## src/rtl/hdr_cmd_sequencer_pkg.sv

```systemverilog
// hdr_cmd_sequencer_pkg
// Shared definitions for the HDR command sequencer: FSM state encoding,
// descriptor MODE encodings, error codes and descriptor byte offsets.
package hdr_cmd_sequencer_pkg;

    typedef enum logic [3:0] {
        ST_IDLE,
        ST_FETCH,
        ST_DECODE,
        ST_ENTHDR,
        ST_DDR_RUN,
        ST_CCC_RUN,
        ST_SDR_RUN,
        ST_DONE,
        ST_ERR
    } seq_state_t;

    // Descriptor MODE field encodings that the sequencer can execute
    localparam logic [2:0] MODE_SDR     = 3'd0;
    localparam logic [2:0] MODE_HDR_DDR = 3'd6;

    // Error codes reported on o_err_code
    localparam logic [1:0] ERR_NONE     = 2'b00;
    localparam logic [1:0] ERR_BAD_MODE = 2'b01;
    localparam logic [1:0] ERR_BAD_ATTR = 2'b10;
    localparam logic [1:0] ERR_TIMEOUT  = 2'b11;

    // Descriptor layout in the register file, relative to CFG_BASE
    localparam int DESC_BYTES   = 8;
    localparam int OFS_CMD_LO   = 0;  // {CMD[0], TID[3:0], CMD_ATTR[2:0]}
    localparam int OFS_CMD_HI   = 1;  // {CP, CMD[7:1]}
    localparam int OFS_DEV      = 2;  // {DTT[0], RSV[1:0], DEV_INDEX[4:0]}
    localparam int OFS_MODE     = 3;  // {TOC, WROC, RnW, MODE[2:0], DTT[2:1]}
    localparam int OFS_DEF_BYTE = 4;
    localparam int OFS_DATA_HI  = 5;
    localparam int OFS_DATA_MID = 6;
    localparam int OFS_DATA_LO  = 7;

    // States in which an engine is running and the watchdog is armed
    function automatic logic is_wait_state(input seq_state_t s);
        return (s == ST_ENTHDR) || (s == ST_DDR_RUN) ||
               (s == ST_CCC_RUN) || (s == ST_SDR_RUN);
    endfunction

endpackage

```

## src/rtl/hdr_cmd_sequencer_if.sv

```systemverilog
// hdr_cmd_sequencer_if
// Bus bundle between the sequencer and its environment:
//   register-file read port : o_regf_rd_en, o_regf_addr -> ; <- i_regf_rd_data
//   engine handshakes       : o_<eng>_en -> ; <- i_<eng>_done for
//                             enthdr, sdr, ddr and ccc engines.
// The o_/i_ prefixes are relative to the sequencer (master modport).
interface hdr_cmd_sequencer_if;

    logic        o_regf_rd_en;
    logic [11:0] o_regf_addr;
    logic [7:0]  i_regf_rd_data;

    logic        o_enthdr_en;
    logic        i_enthdr_done;
    logic        o_sdr_en;
    logic        i_sdr_done;
    logic        o_ddr_en;
    logic        i_ddr_done;
    logic        o_ccc_en;
    logic        i_ccc_done;

    modport master (
        output o_regf_rd_en, o_regf_addr,
        output o_enthdr_en, o_sdr_en, o_ddr_en, o_ccc_en,
        input  i_regf_rd_data,
        input  i_enthdr_done, i_sdr_done, i_ddr_done, i_ccc_done
    );

    modport slave (
        input  o_regf_rd_en, o_regf_addr,
        input  o_enthdr_en, o_sdr_en, o_ddr_en, o_ccc_en,
        output i_regf_rd_data,
        output i_enthdr_done, i_sdr_done, i_ddr_done, i_ccc_done
    );

endinterface

```

## src/rtl/hdr_seq_watchdog.sv

```systemverilog
// hdr_seq_watchdog
// Cycle counter guarding the engine wait states.
//   clk, rst_n : clock, asynchronous active-low reset
//   clear      : restart the count from zero (state entry)
//   enable     : count this cycle (a wait state is active)
//   expire     : high during the TIMEOUT_CYCLES-th enabled cycle since clear
// TIMEOUT_CYCLES must be at least 1.
module hdr_seq_watchdog #(
    parameter logic [15:0] TIMEOUT_CYCLES = 16'd4095
) (
    input  logic clk,
    input  logic rst_n,
    input  logic clear,
    input  logic enable,
    output logic expire
);

    logic [15:0] count_reg;

    // count_reg holds the number of enabled cycles already completed, so the
    // cycle in which it reaches TIMEOUT_CYCLES-1 is the last one allowed.
    assign expire = enable && (count_reg >= (TIMEOUT_CYCLES - 16'd1));

    always_ff @(posedge clk or negedge rst_n) begin
        if (!rst_n) begin
            count_reg <= '0;
        end else if (clear) begin
            count_reg <= '0;
        end else if (enable && !expire) begin
            count_reg <= count_reg + 16'd1;
        end
    end

endmodule

```

## src/rtl/hdr_cmd_sequencer.sv

```systemverilog
// hdr_cmd_sequencer
// Fetches an 8-byte command descriptor from the register file at CFG_BASE,
// decodes it and runs the matching engine sequence:
//   MODE=HDR_DDR : ENTHDR engine, then CCC (CP=1) or DDR (CP=0) engine
//   MODE=SDR     : plain SDR engine
// Ports:
//   i_sdr_clk, i_sdr_rst_n : clock, asynchronous active-low reset
//   i_controller_en        : level enable, low aborts to IDLE silently
//   i_start                : start request, honoured only in IDLE
//   bus                    : register-file read port + engine handshakes
//   o_cmd..o_data          : decoded descriptor fields
//   o_busy                 : not in IDLE
//   o_done, o_error        : one-cycle completion / failure pulses
//   o_err_code             : failure reason, kept until the next start
module hdr_cmd_sequencer
    import hdr_cmd_sequencer_pkg::*;
#(
    parameter logic [11:0] CFG_BASE       = 12'd1000,
    parameter logic [15:0] TIMEOUT_CYCLES = 16'd4095
) (
    input  logic                 i_sdr_clk,
    input  logic                 i_sdr_rst_n,
    input  logic                 i_controller_en,
    input  logic                 i_start,
    hdr_cmd_sequencer_if.master  bus,
    output logic [7:0]           o_cmd,
    output logic [4:0]           o_dev_index,
    output logic                 o_rnw,
    output logic                 o_toc,
    output logic                 o_wroc,
    output logic [2:0]           o_dtt,
    output logic [7:0]           o_def_byte,
    output logic [23:0]          o_data,
    output logic                 o_busy,
    output logic                 o_done,
    output logic                 o_error,
    output logic [1:0]           o_err_code
);

    seq_state_t state_reg, state_next;
    logic [1:0] err_code_reg, err_code_next;
    logic [3:0] fetch_cnt_reg;
    logic       fetch_issue;
    logic       wd_clear, wd_enable, wd_expire;
    logic [2:0] cmd_attr;
    logic [2:0] mode;
    logic       cp;
    logic [DESC_BYTES-1:0][7:0] desc_bytes;

    // ------------------------------------------------------------------
    // Descriptor fetch: reads issue while fetch_cnt_reg is 0..7, and byte k
    // arrives while the counter is k+1, so FETCH spans 9 cycles.
    // ------------------------------------------------------------------
    assign fetch_issue      = (state_reg == ST_FETCH) && !fetch_cnt_reg[3];
    assign bus.o_regf_rd_en = fetch_issue;
    assign bus.o_regf_addr  = fetch_issue ? (CFG_BASE + 12'(fetch_cnt_reg)) : 12'd0;

    always_ff @(posedge i_sdr_clk or negedge i_sdr_rst_n) begin
        if (!i_sdr_rst_n) begin
            fetch_cnt_reg <= '0;
        end else if (state_reg == ST_FETCH) begin
            fetch_cnt_reg <= fetch_cnt_reg + 4'd1;
        end else begin
            fetch_cnt_reg <= '0;
        end
    end

    for (genvar gi = 0; gi < DESC_BYTES; gi++) begin : g_desc
        logic [7:0] byte_reg;
        always_ff @(posedge i_sdr_clk or negedge i_sdr_rst_n) begin
            if (!i_sdr_rst_n) begin
                byte_reg <= '0;
            end else if ((state_reg == ST_FETCH) && (fetch_cnt_reg == 4'(gi + 1))) begin
                byte_reg <= bus.i_regf_rd_data;
            end
        end
        assign desc_bytes[gi] = byte_reg;
    end

    // ------------------------------------------------------------------
    // Field decode. The byte buffer is only rewritten during FETCH, so the
    // decoded outputs stay stable from DECODE until the next start.
    // ------------------------------------------------------------------
    assign cmd_attr    = desc_bytes[OFS_CMD_LO][2:0];
    assign cp          = desc_bytes[OFS_CMD_HI][7];
    assign mode        = desc_bytes[OFS_MODE][4:2];
    assign o_cmd       = {desc_bytes[OFS_CMD_HI][6:0], desc_bytes[OFS_CMD_LO][7]};
    assign o_dev_index = desc_bytes[OFS_DEV][4:0];
    assign o_dtt       = {desc_bytes[OFS_MODE][1:0], desc_bytes[OFS_DEV][7]};
    assign o_toc       = desc_bytes[OFS_MODE][7];
    assign o_wroc      = desc_bytes[OFS_MODE][6];
    assign o_rnw       = desc_bytes[OFS_MODE][5];
    assign o_def_byte  = desc_bytes[OFS_DEF_BYTE];
    assign o_data      = {desc_bytes[OFS_DATA_HI], desc_bytes[OFS_DATA_MID],
                          desc_bytes[OFS_DATA_LO]};

    // TID and the reserved bits are carried in the descriptor but not used here
    logic unused_desc_bits;
    assign unused_desc_bits = ^{desc_bytes[OFS_CMD_LO][6:3], desc_bytes[OFS_DEV][6:5]};

    // ------------------------------------------------------------------
    // Watchdog: restarted on every state change, counting in wait states.
    // ------------------------------------------------------------------
    assign wd_enable = is_wait_state(state_reg);
    assign wd_clear  = (state_next != state_reg);

    hdr_seq_watchdog #(
        .TIMEOUT_CYCLES (TIMEOUT_CYCLES)
    ) u_watchdog (
        .clk    (i_sdr_clk),
        .rst_n  (i_sdr_rst_n),
        .clear  (wd_clear),
        .enable (wd_enable),
        .expire (wd_expire)
    );

    // ------------------------------------------------------------------
    // FSM
    // ------------------------------------------------------------------
    always_ff @(posedge i_sdr_clk or negedge i_sdr_rst_n) begin
        if (!i_sdr_rst_n) begin
            state_reg    <= ST_IDLE;
            err_code_reg <= ERR_NONE;
        end else begin
            state_reg    <= state_next;
            err_code_reg <= err_code_next;
        end
    end

    always_comb begin
        state_next    = state_reg;
        err_code_next = err_code_reg;
        if ((state_reg != ST_IDLE) && !i_controller_en) begin
            state_next = ST_IDLE;
        end else begin
            case (state_reg)
                ST_IDLE: begin
                    if (i_start && i_controller_en) begin
                        state_next    = ST_FETCH;
                        err_code_next = ERR_NONE;
                    end
                end
                ST_FETCH: begin
                    if (fetch_cnt_reg == 4'd8) begin
                        state_next = ST_DECODE;
                    end
                end
                ST_DECODE: begin
                    if (cmd_attr != 3'd0) begin
                        state_next    = ST_ERR;
                        err_code_next = ERR_BAD_ATTR;
                    end else if (mode == MODE_HDR_DDR) begin
                        state_next = ST_ENTHDR;
                    end else if (mode == MODE_SDR) begin
                        state_next = ST_SDR_RUN;
                    end else begin
                        state_next    = ST_ERR;
                        err_code_next = ERR_BAD_MODE;
                    end
                end
                // In every wait state a done sampled together with expiry wins
                ST_ENTHDR: begin
                    if (bus.i_enthdr_done) begin
                        state_next = cp ? ST_CCC_RUN : ST_DDR_RUN;
                    end else if (wd_expire) begin
                        state_next    = ST_ERR;
                        err_code_next = ERR_TIMEOUT;
                    end
                end
                ST_DDR_RUN: begin
                    if (bus.i_ddr_done) begin
                        state_next = ST_DONE;
                    end else if (wd_expire) begin
                        state_next    = ST_ERR;
                        err_code_next = ERR_TIMEOUT;
                    end
                end
                ST_CCC_RUN: begin
                    if (bus.i_ccc_done) begin
                        state_next = ST_DONE;
                    end else if (wd_expire) begin
                        state_next    = ST_ERR;
                        err_code_next = ERR_TIMEOUT;
                    end
                end
                ST_SDR_RUN: begin
                    if (bus.i_sdr_done) begin
                        state_next = ST_DONE;
                    end else if (wd_expire) begin
                        state_next    = ST_ERR;
                        err_code_next = ERR_TIMEOUT;
                    end
                end
                ST_DONE:  state_next = ST_IDLE;
                ST_ERR:   state_next = ST_IDLE;
                default:  state_next = ST_IDLE;
            endcase
        end
    end

    // Moore outputs; enables come straight from the state register so an
    // asynchronous reset removes them immediately.
    assign bus.o_enthdr_en = (state_reg == ST_ENTHDR);
    assign bus.o_ddr_en    = (state_reg == ST_DDR_RUN);
    assign bus.o_ccc_en    = (state_reg == ST_CCC_RUN);
    assign bus.o_sdr_en    = (state_reg == ST_SDR_RUN);
    assign o_busy          = (state_reg != ST_IDLE);
    // An abort landing on the DONE/ERR cycle suppresses the pulse
    assign o_done          = (state_reg == ST_DONE) && i_controller_en;
    assign o_error         = (state_reg == ST_ERR) && i_controller_en;
    assign o_err_code      = err_code_reg;

endmodule

```

## src/flat_wrapper.sv

```systemverilog
// flat-port wrapper written by rule: the top's interface ports become plain ports
module hdr_cmd_sequencer_flat import hdr_cmd_sequencer_pkg::*;
#(
    parameter logic [11:0] CFG_BASE       = 12'd1000,
    parameter logic [15:0] TIMEOUT_CYCLES = 16'd4095
)
  (i_sdr_clk, i_sdr_rst_n, i_controller_en, i_start, o_cmd, o_dev_index, o_rnw, o_toc, o_wroc, o_dtt, o_def_byte, o_data, o_busy, o_done, o_error, o_err_code, bus_o_regf_rd_en, bus_o_regf_addr, bus_o_enthdr_en, bus_o_sdr_en, bus_o_ddr_en, bus_o_ccc_en, bus_i_regf_rd_data, bus_i_enthdr_done, bus_i_sdr_done, bus_i_ddr_done, bus_i_ccc_done);
  hdr_cmd_sequencer_if bus_i ();
  input  logic i_sdr_clk;
  input  logic i_sdr_rst_n;
  input  logic i_controller_en;
  input  logic i_start;
  output logic [7:0] o_cmd;
  output logic [4:0] o_dev_index;
  output logic o_rnw;
  output logic o_toc;
  output logic o_wroc;
  output logic [2:0] o_dtt;
  output logic [7:0] o_def_byte;
  output logic [23:0] o_data;
  output logic o_busy;
  output logic o_done;
  output logic o_error;
  output logic [1:0] o_err_code;
  output wire logic [$bits(bus_i.o_regf_rd_en)-1:0] bus_o_regf_rd_en;
  output wire logic [$bits(bus_i.o_regf_addr)-1:0] bus_o_regf_addr;
  output wire logic [$bits(bus_i.o_enthdr_en)-1:0] bus_o_enthdr_en;
  output wire logic [$bits(bus_i.o_sdr_en)-1:0] bus_o_sdr_en;
  output wire logic [$bits(bus_i.o_ddr_en)-1:0] bus_o_ddr_en;
  output wire logic [$bits(bus_i.o_ccc_en)-1:0] bus_o_ccc_en;
  input wire logic [$bits(bus_i.i_regf_rd_data)-1:0] bus_i_regf_rd_data;
  input wire logic [$bits(bus_i.i_enthdr_done)-1:0] bus_i_enthdr_done;
  input wire logic [$bits(bus_i.i_sdr_done)-1:0] bus_i_sdr_done;
  input wire logic [$bits(bus_i.i_ddr_done)-1:0] bus_i_ddr_done;
  input wire logic [$bits(bus_i.i_ccc_done)-1:0] bus_i_ccc_done;
  assign bus_o_regf_rd_en = bus_i.o_regf_rd_en;
  assign bus_o_regf_addr = bus_i.o_regf_addr;
  assign bus_o_enthdr_en = bus_i.o_enthdr_en;
  assign bus_o_sdr_en = bus_i.o_sdr_en;
  assign bus_o_ddr_en = bus_i.o_ddr_en;
  assign bus_o_ccc_en = bus_i.o_ccc_en;
  assign bus_i.i_regf_rd_data = bus_i_regf_rd_data;
  assign bus_i.i_enthdr_done = bus_i_enthdr_done;
  assign bus_i.i_sdr_done = bus_i_sdr_done;
  assign bus_i.i_ddr_done = bus_i_ddr_done;
  assign bus_i.i_ccc_done = bus_i_ccc_done;
  hdr_cmd_sequencer #(.CFG_BASE(CFG_BASE), .TIMEOUT_CYCLES(TIMEOUT_CYCLES)) u_core (.i_sdr_clk(i_sdr_clk), .i_sdr_rst_n(i_sdr_rst_n), .i_controller_en(i_controller_en), .i_start(i_start), .bus(bus_i), .o_cmd(o_cmd), .o_dev_index(o_dev_index), .o_rnw(o_rnw), .o_toc(o_toc), .o_wroc(o_wroc), .o_dtt(o_dtt), .o_def_byte(o_def_byte), .o_data(o_data), .o_busy(o_busy), .o_done(o_done), .o_error(o_error), .o_err_code(o_err_code));
endmodule
```

## config.mk

```make
export PLATFORM = sky130hd
export DESIGN_NAME = hdr_cmd_sequencer_flat
export DESIGN_NICKNAME = d
export VERILOG_FILES = /design/src/rtl/hdr_cmd_sequencer_pkg.sv /design/src/rtl/hdr_cmd_sequencer_if.sv /design/src/rtl/hdr_seq_watchdog.sv /design/src/rtl/hdr_cmd_sequencer.sv /design/src/flat_wrapper.sv
export SDC_FILE = /design/constraint.sdc
export NUM_CORES = 1
export LEC_CHECK = 0
export BUFFER_PORTS_ARGS = -buffer_cell sky130_fd_sc_hd__clkbuf_2
export CAP_MARGIN = 20
export CORE_MARGIN = 2
export CORE_UTILIZATION = 45
export DETAILED_ROUTE_END_ITERATION = 7
export GPL_TIMING_DRIVEN = 0
export PLACE_DENSITY = 0.77
export SLEW_MARGIN = 25
export SYNTH_ARGS = -nofsm -noshare
export SYNTH_HDL_FRONTEND = slang
export SYNTH_SLANG_ARGS = --single-unit
```

## constraint.sdc

```tcl
create_clock -name i_sdr_clk -period 2.6 [get_ports i_sdr_clk]
set_clock_uncertainty 0.2 [all_clocks]
set_input_delay 0.13 -clock i_sdr_clk [delete_from_list [all_inputs] [get_ports i_sdr_clk]]
set_output_delay 0.13 -clock i_sdr_clk [all_outputs]
set_load 0.01 [all_outputs]
```

# Word level (Yosys, flattened, before mapping)

Index checks and enable logic that the tools add are counted.

Add/subtract/negate cells: 3
$lt $le $gt $ge: 1
Equal/unequal tests: 25
Mux-type cells: 27
Bitwise gates (word level): 1
Reductions and logical operators: 28

Operators with widths:

| cell                  | number |
|---|---|
| $mux 4                | 12 |
| $eq 4x3->1 const B    | 8 |
| $mux 16               | 2 |
| $pmux 4 s7            | 1 |
| $mux 2                | 9 |
| $add 16x1->16 const B | 1 |
| $eq 4x2->1 const B    | 4 |
| $ge 16x12->1 const B  | 1 |
| $logic_and 1x1->1     | 15 |
| $mux 12               | 1 |
| $pmux 2 s6            | 1 |
| $add 10x4->11 const A | 1 |
| $reduce_and 9->1      | 1 |
| $eq 4x1->1 const B    | 2 |
| $eq 4x4->1 const B    | 2 |
| $ne 2x2->1 const B    | 4 |
| $ne 3x2->1 const B    | 2 |
| $reduce_bool 6->1     | 1 |
| $add 4x1->4 const B   | 1 |
| $logic_not 4->1       | 1 |
| $ne 4x4->1            | 1 |
| $reduce_bool 4->1     | 1 |
| $eq 3x3->1 const B    | 1 |
| $logic_not 1->1       | 3 |
| 7 further kinds       | 9 |

Register bits: 90
Input port bits: 16
Output and inout port bits: 73
Word-level logic and storage cells: 97

# Depth between registers and ports, before layout

Gate-level depths: netlist of run 1.

Depth after elaboration: 11
Mapped depth: 9
Mapped depth without buffers: 8

# Modules after synthesis

Synthesis of run 1 repeated with hierarchy kept, for this count alone.

Cell total of the unflattened synthesis: 361
Area total of the unflattened synthesis: 4235.3 sq um

By module, submodules not included:

| module            | instances | cells an instance | area each (sq um) | seq. area each (sq um) |
|---|---|---|---|---|
| hdr_cmd_sequencer | 1         | 269               | 3364.5            | 1701.6 |
| hdr_seq_watchdog  | 1         | 92                | 870.8             | 400.4 |

# Worst setup path before layout of run 1

OpenSTA, ideal clock, no wires.

Path type: register to register
From: register u_core.state_reg[2]
To: register u_core.g_desc[5].byte_reg[5]
Data arrival time: 2103 ps
Slack: 170 ps
Cell stages (with the launch flop): 9
Buffers on the path: 3
Clock period less this slack: 2430 ps
Path through: dfrtp_1 > buf_6 > or4b_4 > buf_6 > nor2_2 > and2_1 > buf_6 > nand2_4 > mux2_1

Cells in the longest elaborated chain, start to end: 2

RTL lines:

| what                   | line                     | RTL |
|---|---|---|
| from (decl)            | hdr_cmd_sequencer.sv:40  | `seq_state_t state_reg, state_next;` |
| from (signal assigned) | hdr_cmd_sequencer.sv:125 | `state_reg <= state_next;` |
| $eq 4x1->1             | hdr_cmd_sequencer.sv:73  | `end else if ((state_reg == ST_FETCH) && (fetch_cnt_reg == 4'(gi + 1))) begin` |
| $logic_and 1x1->1      | hdr_cmd_sequencer.sv:73  |  |
| to (signal assigned)   | hdr_cmd_sequencer.sv:74  | `byte_reg <= bus.i_regf_rd_data;` |
| to (decl)              | hdr_cmd_sequencer.sv:69  | `logic [7:0] byte_reg;` |

Every way passes these cells.
A chain may end at the register's enable or synchronous reset.

# Worst setup path in the final report of run 1

From: register u_core.state_reg[2]
To: register u_core.g_desc[1].byte_reg[6]

Cells in the longest elaborated chain, start to end: 2

RTL lines:

| what                 | line |
|---|---|
| $eq 4x1->1           | hdr_cmd_sequencer.sv:73 |
| $logic_and 1x1->1    | hdr_cmd_sequencer.sv:73 |
| to (signal assigned) | hdr_cmd_sequencer.sv:74 |
| to (decl)            | hdr_cmd_sequencer.sv:69 |

Every way passes these cells.

==> run summary, run 1 <==
# setup viols final: 0
top cell type's share of synthesized area: 50.92%
VDD IR max: 0.5330 mV
H-tree levels: 3
DRC: 0
hold path endpoint: u_core.o_err_code[0]
Final GP Congestion: 0.8895
R2R cell count: 7
CORE AREA: 8806 um^2
Slew Viols, Final: 0
post-layout util: 56.79%
Reg2Reg Capture Point: u_core.g_desc[1].byte_reg[6]
first-pass GRT wire length: 14,980 um
YS warnings: 0
f_max: 399.5 MHz
maxcap violations: 0
Seq/Total Area, Yosys: 50.92%
TritonCTS Sinks: 84
share of cells above drive strength 1: 45.75%
synthesized flop and latch total: 84
R2R Path Start: u_core.state_reg[2]
vias in the first global route: 2,991
hold depth: 4
initial DRC count: 136
Synth area leader: dfrtp_1
nets: 476
cts bufs inserted: 9
CTS tree: yes
clk_lat worst skew: 350 ps
Avg Inst Size Synth: 11.96 um^2
endpoint class of the critical path: flip-flop
CTS clk-pin slew, worst paths: 80 ps
pwr/cell area: 1022 nW/um^2
Synth-to-Final Area Change: 21.16%
status: completed
CP arrival: 2550 ps
IO Pins: 89
Tcrit/Tclk final: 96.28%
initial antenna violation count: 0
Most used DFF post-synth: dfrtp_1
dpl hpwl: 6360 um
hold path start: i_controller_en
crit path launch type: flip-flop
Cell variety after synth: 54
Slew headroom: 54.63%
Port Buf Inserts: 85
worst-margin pin slew: 680.5 ps
largest net degree at the start of global routing: 85
setup_tns: 0 ps
Tightest Hold Check Type: in2reg
via count: 2,969
routed wire length: 8966 um
critical path class: reg2reg
R2R Setup Slk: 100 ps
Die Wd: 99.78 um
total iterations of the first detailed-routing run: 4
Post-synth EDFFs: 0
Starting Density: 46.87%
Worst EP required: 2640 ps
Fin. Hold Viols: 0
leakage: 0.002402 uW
count leader, synth: dfrtp_1
async set-reset flop share out of synthesis: 100.0%
post-layout min period: 2503 ps
synth top area cells: dfrtp_1, mux2_2, buf_4
Die ar.: 9955 um^2
worst-case clock buffer depth: 2
Mapped Area: 4128 um^2
top cells by count, synth: dfrtp_1, mux2_2, nor2_1, buf_4, nor3_1
DRT antenna net count: 0
Avg WL per Cell: 15.81 um
row count: 34
Largest register FFs: 50
Gate Count Post-Synth: 345
Worst Path Max Fanout: 10
Tot GR Track Use: 19.03%
die height: 99.78 um
RSZ-0062 raised after global routing: no
ANT cells: 0
via/cell ratio: 5.236
Root Buffer: clkbuf_8
gr ovfl total: 0
==> cell usage in the layout (no fill, tap or decap), types with 4 or more instances in the layout <==
cell type      instances
clkbuf_2              84
dfrtp_1               83
mux2_2                58
nor2_1                24
buf_4                 20
nor3_1                16
nand3_1               12
inv_1                 11
clkbuf_8              11
dlygate4sd3_1         10
nand2_1                9
xor2_1                 9
buf_6                  7
nand4_1                7
a21oi_1                6
buf_2                  5
ha_1                   5
or3_1                  4
nor2_2                 4
o21ai_0                4
xnor2_1                4
nand2_4                4
==> report_power, final <==
group	switching, uW	leakage [uW]	total, uW	internal (uW)
clock network	475	0.0000897	850	375
registers	238	0.00106	1930	1690
logic	1180	0.00125	2330	1150
==> layout make-up <==
cell class,instances,area [um^2]
Timing Repair Buffer,96,541.8
Clock inverter,5,35.03
Buffer,31,246.5
Tap cell,108,135.1
Inverter,11,41.29
Sequential cell,84,2103
Fill cell,754,3805
Clock buffer,11,141.4
Multi-Input combinational cell,221,1757
==> repair_timing <==
item                                   CTS  global route
endpoints found under the hold margin  143             0
resized for setup                        1             3
hold buffers                            10             0
pin swaps                                0             2
setup endpoints to repair                1            11
buffers inserted                         0             1
==> worst max path at each step <==
stage                         from                           end  slack [ps]  depth (start not counted)
2_1_floorplan  u_core.state_reg[2]  u_core.g_desc[5].byte_reg[5]         170                          8
3_3_place_gp   u_core.state_reg[2]  u_core.g_desc[5].byte_reg[6]         120                          8
3_5_place_dp   u_core.state_reg[2]  u_core.g_desc[5].byte_reg[5]          90                          8
4_1_cts        u_core.state_reg[2]  u_core.g_desc[1].byte_reg[6]          80                          7
5_1_grt        u_core.state_reg[2]  u_core.g_desc[1].byte_reg[5]           2                          7
6_report       u_core.state_reg[2]  u_core.g_desc[1].byte_reg[6]         100                          7
==> through the flow <==
step                total power, uW  area [um^2]  std cells  hold WS, ps  setup slack [ps]
floorplan                      3501         4135        347       -365.6             169.8
CTS                            5120         4986        566        106.1             75.12
detailed placement             4244         4705        540        22.49             86.55
finish                         5113         5001        567        122.4             96.74
global route                   5470         5001        567        155.6             2.037
global placement               4166         4696        540        223.5             118.4
==> cells by family after synthesis <==
| kind of cell | after synthesis | share of synthesized area, % |
|---|---|---|
| compound gates | 27 | 5.032 |
| buf+inv | 42 | 6.972 |
| mux | 61 | 16.61 |
| xor+xnor | 13 | 2.758 |
| flops | 84 | 50.92 |
| fa+ha+maj | 6 | 1.819 |
| simple gates | 111 | 15.79 |
| other cells | 1 | 0.09085 |
==> layer usage <==
layer  up-vias  GRT usage [%]  share of wire (%)
li1       1416              -                  -
met1      1455          25.39                 46
met2        90          30.04                 46
met3         8          6.337                7.1
met4         0          5.269               0.91
met5         -              0                  0
==> critical path: stages (launching register included) <==
cell and delay [ps]:
dfrtp_1 380, buf_6 130, or4b_4 520, buf_6 160
nor3_1 210, and2_1 160, buf_2 240, mux2_2 370
No activity file was read; power rests on OpenSTA's default activity.
==> run 2: changes to the inputs <==
ABC_AREA = 1   (was not set)
==> run summary, run 2 <==
die height: 98.95 um (was 99.78 um)
Tightest Hold Check Type: in2reg (unchanged)
via/cell ratio: 4.892 (was 5.236)
highest-delay cell along the critical path: dfrtp_1 (was or4b_4)
dpl hpwl: 6545 um (was 6360 um)
most frequent cells in the layout: nand2_1, clkbuf_2, dfrtp_1 (was clkbuf_2, dfrtp_1, mux2_2)
# setup viols final: 0 (unchanged)
CTS tree: yes (unchanged)
nets: 587 (was 476)
post_cts resized: 0 (was 1)
Fin Hold WS: 22.99 ps (was 122.4 ps)
Switching Power: 1658 uW (was 1895 uW)
Reg2Reg Capture Point: u_core.g_desc[5].byte_reg[4] (was u_core.g_desc[1].byte_reg[6])
async set-reset flop share out of synthesis: 100.0% (unchanged)
hold path start: bus_i_regf_rd_data[2] (was i_controller_en)
first-pass GRT wire length: 15,450 um (was 14,980 um)
total iterations of the first detailed-routing run: 5 (was 4)
H-tree levels: 3 (unchanged)
endpoint class of the critical path: output pin (was flip-flop)
Largest register FFs: 50 (unchanged)
row count: 34 (unchanged)
Placed Area: 4633 um^2 (was 4705 um^2)
kind of cell adding the most delay to the critical path: simple AND/OR/NAND/NOR gates (unchanged)
Worst EP required: 2270 ps (was 2640 ps)
Fin. Hold Viols: 0 (unchanged)
DRT antenna net count: 0 (unchanged)
Root Buffer: clkbuf_8 (unchanged)
Tcrit/Tclk final: 90.97% (was 96.28%)
Post-synth EDFFs: 0 (unchanged)
DRC: 0 (unchanged)
Synth area leader: dfrtp_1 (unchanged)
hold depth: 3 (was 4)
worst path bufs/invs: 4 (was 3)
post-layout min period: 2365 ps (was 2503 ps)
Comb power frac: 36.4% (was 45.6%)
VDD IR max: 0.6227 mV (was 0.5330 mV)
share of power burned in registers: 42.6% (was 37.7%)
CORE AREA: 8721 um^2 (was 8806 um^2)
largest net degree at the start of global routing: 85 (unchanged)
Cell Chain, Critical Path: nor2_2, inv_4, nor2_4, inv_2, nor2_2, inv_2, nor2_8, clkbuf_2 (was buf_6, or4b_4, buf_6, nor3_1, and2_1, buf_2, mux2_2)
Clk network pwr share: 21.0% (was 16.6%)
synth top area cells: dfrtp_1, nand2_1, o21ai_0 (was dfrtp_1, mux2_2, buf_4)
R2R Path Start: u_core.state_reg[2] (unchanged)
share of cells above drive strength 1: 29.65% (was 45.75%)
Avg Inst Size Synth: 8.837 um^2 (was 11.96 um^2)
Worst path max stage delay: 470 ps (was 520 ps)
IO Pins: 89 (unchanged)
Switching Fraction: 38.45% (was 37.06%)
maxcap violations: 0 (unchanged)
Die Wd: 98.95 um (was 99.78 um)
Tot GR Track Use: 19.43% (was 19.03%)
Starting Density: 46.51% (was 46.87%)
Cell variety after synth: 30 (was 54)
Gate Count Post-Synth: 459 (was 345)
CP arrival: 2040 ps (was 2550 ps)
Port Buf Inserts: 85 (unchanged)
Setup Fix Bufs, Post-CTS: 0 (unchanged)
Seq/Total Area, Yosys: 51.82% (was 50.92%)
routed wire length: 8970 um (was 8966 um)
ANT cells: 0 (unchanged)
TritonCTS Sinks: 84 (unchanged)
hold path endpoint: u_core.g_desc[3].byte_reg[2] (was u_core.o_err_code[0])
leakage: 0.002568 uW (was 0.002402 uW)
critical path class: reg2out (was reg2reg)
setup_tns: 0 ps (unchanged)
top cells by count, synth: nand2_1, dfrtp_1, o21ai_0, inv_1, nor2_1 (was dfrtp_1, mux2_2, nor2_1, buf_4, nor3_1)
R2R cell count: 11 (was 7)
cts bufs inserted: 9 (unchanged)
R2R Setup Slk: 260 ps (was 100 ps)
Avg WL per Cell: 13.23 um (was 15.81 um)
Worst Path Max Fanout: 8 (was 10)
CTS clk-pin slew, worst paths: 90 ps (was 80 ps)
Die ar.: 9790 um^2 (was 9955 um^2)
Slew headroom: 56.66% (was 54.63%)
crit path launch type: flip-flop (unchanged)
initial DRC count: 123 (was 136)
status: completed (unchanged)
pwr/cell area: 879.6 nW/um^2 (was 1022 nW/um^2)
f_max: 422.8 MHz (was 399.5 MHz)
gr ovfl total: 0 (unchanged)
via count: 3,317 (was 2,969)
worst-case clock buffer depth: 2 (unchanged)
RSZ-0062 raised after global routing: no (unchanged)
Int Pwr: 2654 uW (was 3218 uW)
count leader, synth: nand2_1 (was dfrtp_1)
clk_lat worst skew: 350 ps (about the same)
commonest non-fill, non-tap cell in the layout: nand2_1 (was clkbuf_2)
Most used DFF post-synth: dfrtp_1 (unchanged)
Mapped Area: 4056 um^2 (was 4128 um^2)
Final GP Congestion: 0.9125 (was 0.8895)
synthesized flop and latch total: 84 (unchanged)
vias in the first global route: 3,243 (was 2,991)
YS warnings: 0 (unchanged)
total of fill cells in the finished design: 778 (was 754)
Slew Viols, Final: 0 (unchanged)
top cell type's share of synthesized area: 51.82% (was 50.92%)
worst-margin pin slew: 650.1 ps (was 680.5 ps)
initial antenna violation count: 0 (unchanged)
Synth-to-Final Area Change: 20.85% (was 21.16%)
post-layout instance area: 4902 um^2 (was 5001 um^2)
==> run 2: cell count changes in the layout (fill, tap and decap cells not counted), moves of 5 or more <==
cell     previous run  this run
nor3_1             16         5
o21ai_0             4        58
inv_1              11        41
inv_2               0         7
nand2_1             9       113
nor2_4              1        16
nand2_2             0        11
buf_6               7         0
nor2_1             24        35
nand3_1            12        18
mux2_2             58         0
nand4_1             7         2
o21ai_1             0         9
==> run 2: cell type report <==
cell class,count,area [um^2],share of cell area [%]
well taps,108,135.1,2.757
plain buffers,27,193.9,3.956
inverters,49,186.4,3.803
multi-input cells,301,1582,32.26
repair buffers,93,514.2,10.49
flip-flops and latches,84,2102,42.88
clock buffers,9,123.9,2.527
clock inverters,7,65.06,1.327
==> run 2: logic make-up (layout without fill, tap and decap cells) <==
family,count (synthesis),in the layout,synth area share [%]
adder cells (fa/ha/maj),6,6,1.851
flip-flops,84,84,51.82
buffers and inverters,76,185,9.377
AO/OA/AOI/OAI,71,71,8.884
XOR/XNOR,10,10,2.159
other,1,3,0.09245
AND/OR/NAND/NOR,211,211,25.82
==> run 2: power groups by stage <==
stage / Combinational, uW / Clock, uW / Sequential [uW]
6_report: 1570 / 905 / 1840
3_3_place_gp: 1530 / 0 / 1840
4_1_cts: 1590 / 923 / 1840
3_5_place_dp: 1580 / 0 / 1850
5_1_grt: 1760 / 982 / 1880
2_1_floorplan: 974 / 0 / 1890
==> run 2: worst min-delay path, cell delays in order <==
cell and delay, ps:
clkbuf_2 80, inv_1 160, o21ai_1 170
==> run 2: timing repair <==
action	4_1_cts	5_1_grt
endpoints found under the hold margin	113	0
setup endpoints to repair	0	0
hold buffers	8	0
==> run 2: how the worst max path moves through the flow <==
| stage | slack [ps] | depth (start not counted) | start | to |
|---|---|---|---|---|
| 2_1_floorplan | 470 | 11 | u_core.state_reg[2] | u_core.g_desc[5].byte_reg[4] |
| 3_3_place_gp | 340 | 11 | u_core.state_reg[2] | u_core.g_desc[3].byte_reg[3] |
| 3_5_place_dp | 270 | 11 | u_core.state_reg[2] | u_core.g_desc[3].byte_reg[4] |
| 4_1_cts | 210 | 8 | u_core.state_reg[2] | bus_o_regf_addr[2] |
| 5_1_grt | 40 | 11 | u_core.state_reg[2] | u_core.g_desc[5].byte_reg[4] |
| 6_report | 230 | 8 | u_core.state_reg[2] | bus_o_regf_addr[2] |
==> run 2: per-stage QoR <==
step	power, uW	util, %	setup WS [ps]	std cells
3_3_place_gp	3374	53.03	337.8	654
3_5_place_dp	3429	53.13	266.2	654
2_1_floorplan	2865	-	472.6	461
6_report	4312	56.21	234.8	678
5_1_grt	4613	56.21	36.44	678
4_1_cts	4345	56.21	206.2	678
==> run 2: routing by layer <==
metal / vias up / part of all wire, % / track usage, %
met5: - / 0 / 0
met4: 0 / 1.3 / 5.690
met3: 14 / 6.7 / 5.035
met2: 108 / 49 / 31.76
met1: 1561 / 43 / 25.64
li1: 1634 / - / -
==> run 3: changes to the inputs <==
HOLD_SLACK_MARGIN = 0.06   (was not set)
==> run summary, run 3 (same netlist as run 2, synthesis figures left out) <==
H-tree levels: 3 (unchanged)
Root Buffer: clkbuf_8 (unchanged)
routed wire length: 9142 um (was 8970 um)
CTS clk-pin slew, worst paths: 90 ps (about the same)
post-layout util: 56.56% (was 56.21%)
nets: 590 (was 587)
critical path class: reg2out (unchanged)
Tot GR Track Use: 19.73% (was 19.43%)
Reg2Reg Capture Point: u_core.g_desc[5].byte_reg[4] (unchanged)
first-pass GRT wire length: 15,710 um (was 15,450 um)
ANT cells: 0 (unchanged)
Fin. Hold Viols: 0 (unchanged)
crit path launch type: flip-flop (unchanged)
# setup viols final: 0 (unchanged)
Die ar.: 9790 um^2 (unchanged)
via/cell ratio: 4.913 (was 4.892)
Slew Viols, Final: 0 (unchanged)
total iterations of the first detailed-routing run: 4 (was 5)
share of cells above drive strength 1: 29.49% (was 29.65%)
clk_lat worst skew: 350 ps (about the same)
Final GP Congestion: 0.9125 (unchanged)
Synth-to-Final Area Change: 21.59% (was 20.85%)
CORE AREA: 8721 um^2 (unchanged)
f_max: 421.7 MHz (was 422.8 MHz)
most frequent cells in the layout: nand2_1, clkbuf_2, dfrtp_1 (unchanged)
DR top layer: met4 (unchanged)
Setup Fix Bufs, Post-CTS: 0 (unchanged)
R2R Setup Slk: 250 ps (was 260 ps)
status: completed (unchanged)
vias in the first global route: 3,315 (was 3,243)
hold depth: 7 (was 3)
Port Buf Inserts: 85 (unchanged)
VDD IR max: 0.6222 mV (was 0.6227 mV)
pwr/cell area: 877.2 nW/um^2 (was 879.6 nW/um^2)
initial antenna violation count: 0 (unchanged)
CTS tree: yes (unchanged)
Die Wd: 98.95 um (unchanged)
Avg WL per Cell: 13.42 um (was 13.23 um)
Worst Path Max Fanout: 8 (unchanged)
setup_tns: 0 ps (unchanged)
total of fill cells in the finished design: 774 (was 778)
DRC: 0 (unchanged)
Worst EP required: 2270 ps (about the same)
kind of cell adding the most delay to the critical path: simple AND/OR/NAND/NOR gates (unchanged)
DRT met1 WL: 3828 um (was 3842 um)
endpoint class of the critical path: output pin (unchanged)
largest net degree at the start of global routing: 85 (unchanged)
total chip power: 4326 uW (was 4312 uW)
die height: 98.95 um (unchanged)
R2R cell count: 10 (was 11)
worst-margin pin slew: 653.6 ps (was 650.1 ps)
post-layout min period: 2371 ps (was 2365 ps)
R2R Path Start: u_core.state_reg[2] (unchanged)
DR WL met2: 4532 um (was 4402 um)
commonest non-fill, non-tap cell in the layout: nand2_1 (unchanged)
hold path start: bus_i_enthdr_done (was bus_i_regf_rd_data[2])
dpl hpwl: 6545 um (unchanged)
IO Pins: 89 (unchanged)
CP arrival: 2040 ps (about the same)
Tcrit/Tclk final: 91.20% (was 90.97%)
Tightest Hold Check Type: in2reg (unchanged)
maxcap violations: 0 (unchanged)
WL met3: 620 um (was 603 um)
Starting Density: 46.51% (unchanged)
hold path endpoint: u_core.state_reg[0] (was u_core.g_desc[3].byte_reg[2])
worst-case clock buffer depth: 2 (unchanged)
highest-delay cell along the critical path: dfrtp_1 (unchanged)
initial DRC count: 101 (was 123)
row count: 34 (unchanged)
Cell Chain, Critical Path: nor2_2, inv_4, nor2_4, inv_2, nor2_2, inv_2, nor2_8, clkbuf_2 (unchanged)
via count: 3,346 (was 3,317)
Slew headroom: 56.43% (was 56.66%)
leakage: 0.002578 uW (was 0.002568 uW)
TritonCTS Sinks: 84 (unchanged)
RSZ-0062 raised after global routing: no (unchanged)
DRT antenna net count: 0 (unchanged)
Worst path max stage delay: 470 ps (about the same)
gr ovfl total: 0 (unchanged)
worst path bufs/invs: 4 (unchanged)
cts bufs inserted: 9 (unchanged)
Largest register FFs: 50 (unchanged)
[run 3: cell types whose count changed in the layout (fill, tap and decap cells not counted), sizes merged]
cell,change
dlygate4sd3,+3
[run 3: routing by layer]
metal | vias to the layer above | global-route usage [%]
li1 | 1639 | -
met1 | 1587 | 25.44
met2 | 102 | 32.54
met3 | 18 | 5.319
met4 | 0 | 6.217
met5 | - | 0
[run 3: metrics by stage]
step	std cells	area (um^2)	setup slack (ps)	hold slack, ps
after floorplan	461	4064	472.6	-365.6
after CTS	681	4932	206.2	66.41
after global placement	654	4624	337.8	267.3
after global routing	681	4932	30.92	122.1
final	681	4932	228.8	84.75
after detailed placement	654	4633	266.2	19.77
[run 3: final cells by class]
class	count	area [um^2]	share of cell area, %
repair buffers	96	544.3	11.04
clock inverters	7	65.06	1.319
multi-input cells	301	1582	32.07
flip-flops and latches	84	2102	42.62
inverters	49	186.4	3.780
well taps	108	135.1	2.740
clock buffers	9	123.9	2.511
plain buffers	27	193.9	3.932
[run 3: how the worst max path moves through the flow]
stage                              startpoint                            to  slack, ps  cells past startpoint
after global routing      u_core.state_reg[2]  u_core.g_desc[5].byte_reg[4]         30                     10
final                     u_core.state_reg[2]            bus_o_regf_addr[2]        230                      8
after global placement    u_core.state_reg[2]  u_core.g_desc[3].byte_reg[3]        340                     11
after detailed placement  u_core.state_reg[2]  u_core.g_desc[3].byte_reg[4]        270                     11
after floorplan           u_core.state_reg[2]  u_core.g_desc[5].byte_reg[4]        470                     11
after CTS                 u_core.state_reg[2]            bus_o_regf_addr[2]        210                      8
[run 3: report_power, final]
group / total [uW] / internal (uW) / switching (uW)
Sequential: 1840 / 1620 / 214
Combinational: 1580 / 657 / 920
Clock: 911 / 374 / 536
Total: 4330 / 2660 / 1670
[run 3: repair_timing]
action | 4_1_cts | 5_1_grt
hold buffers | 11 | 0
endpoints found under the setup margin | 0 | 0
gates resized for setup | 0 | 0
endpoints found under the hold margin | 142 | 0
[run 3: worst reg2reg max path, stage by stage (launching register included)]
cell,delay [ps]
dfrtp_1,470
nor2_2,170
inv_4,90
nor2_4,190
inv_2,90
nor2_2,260
inv_2,120
nor2_8,140
nand2_2,130
buf_2,200
o21ai_0,210
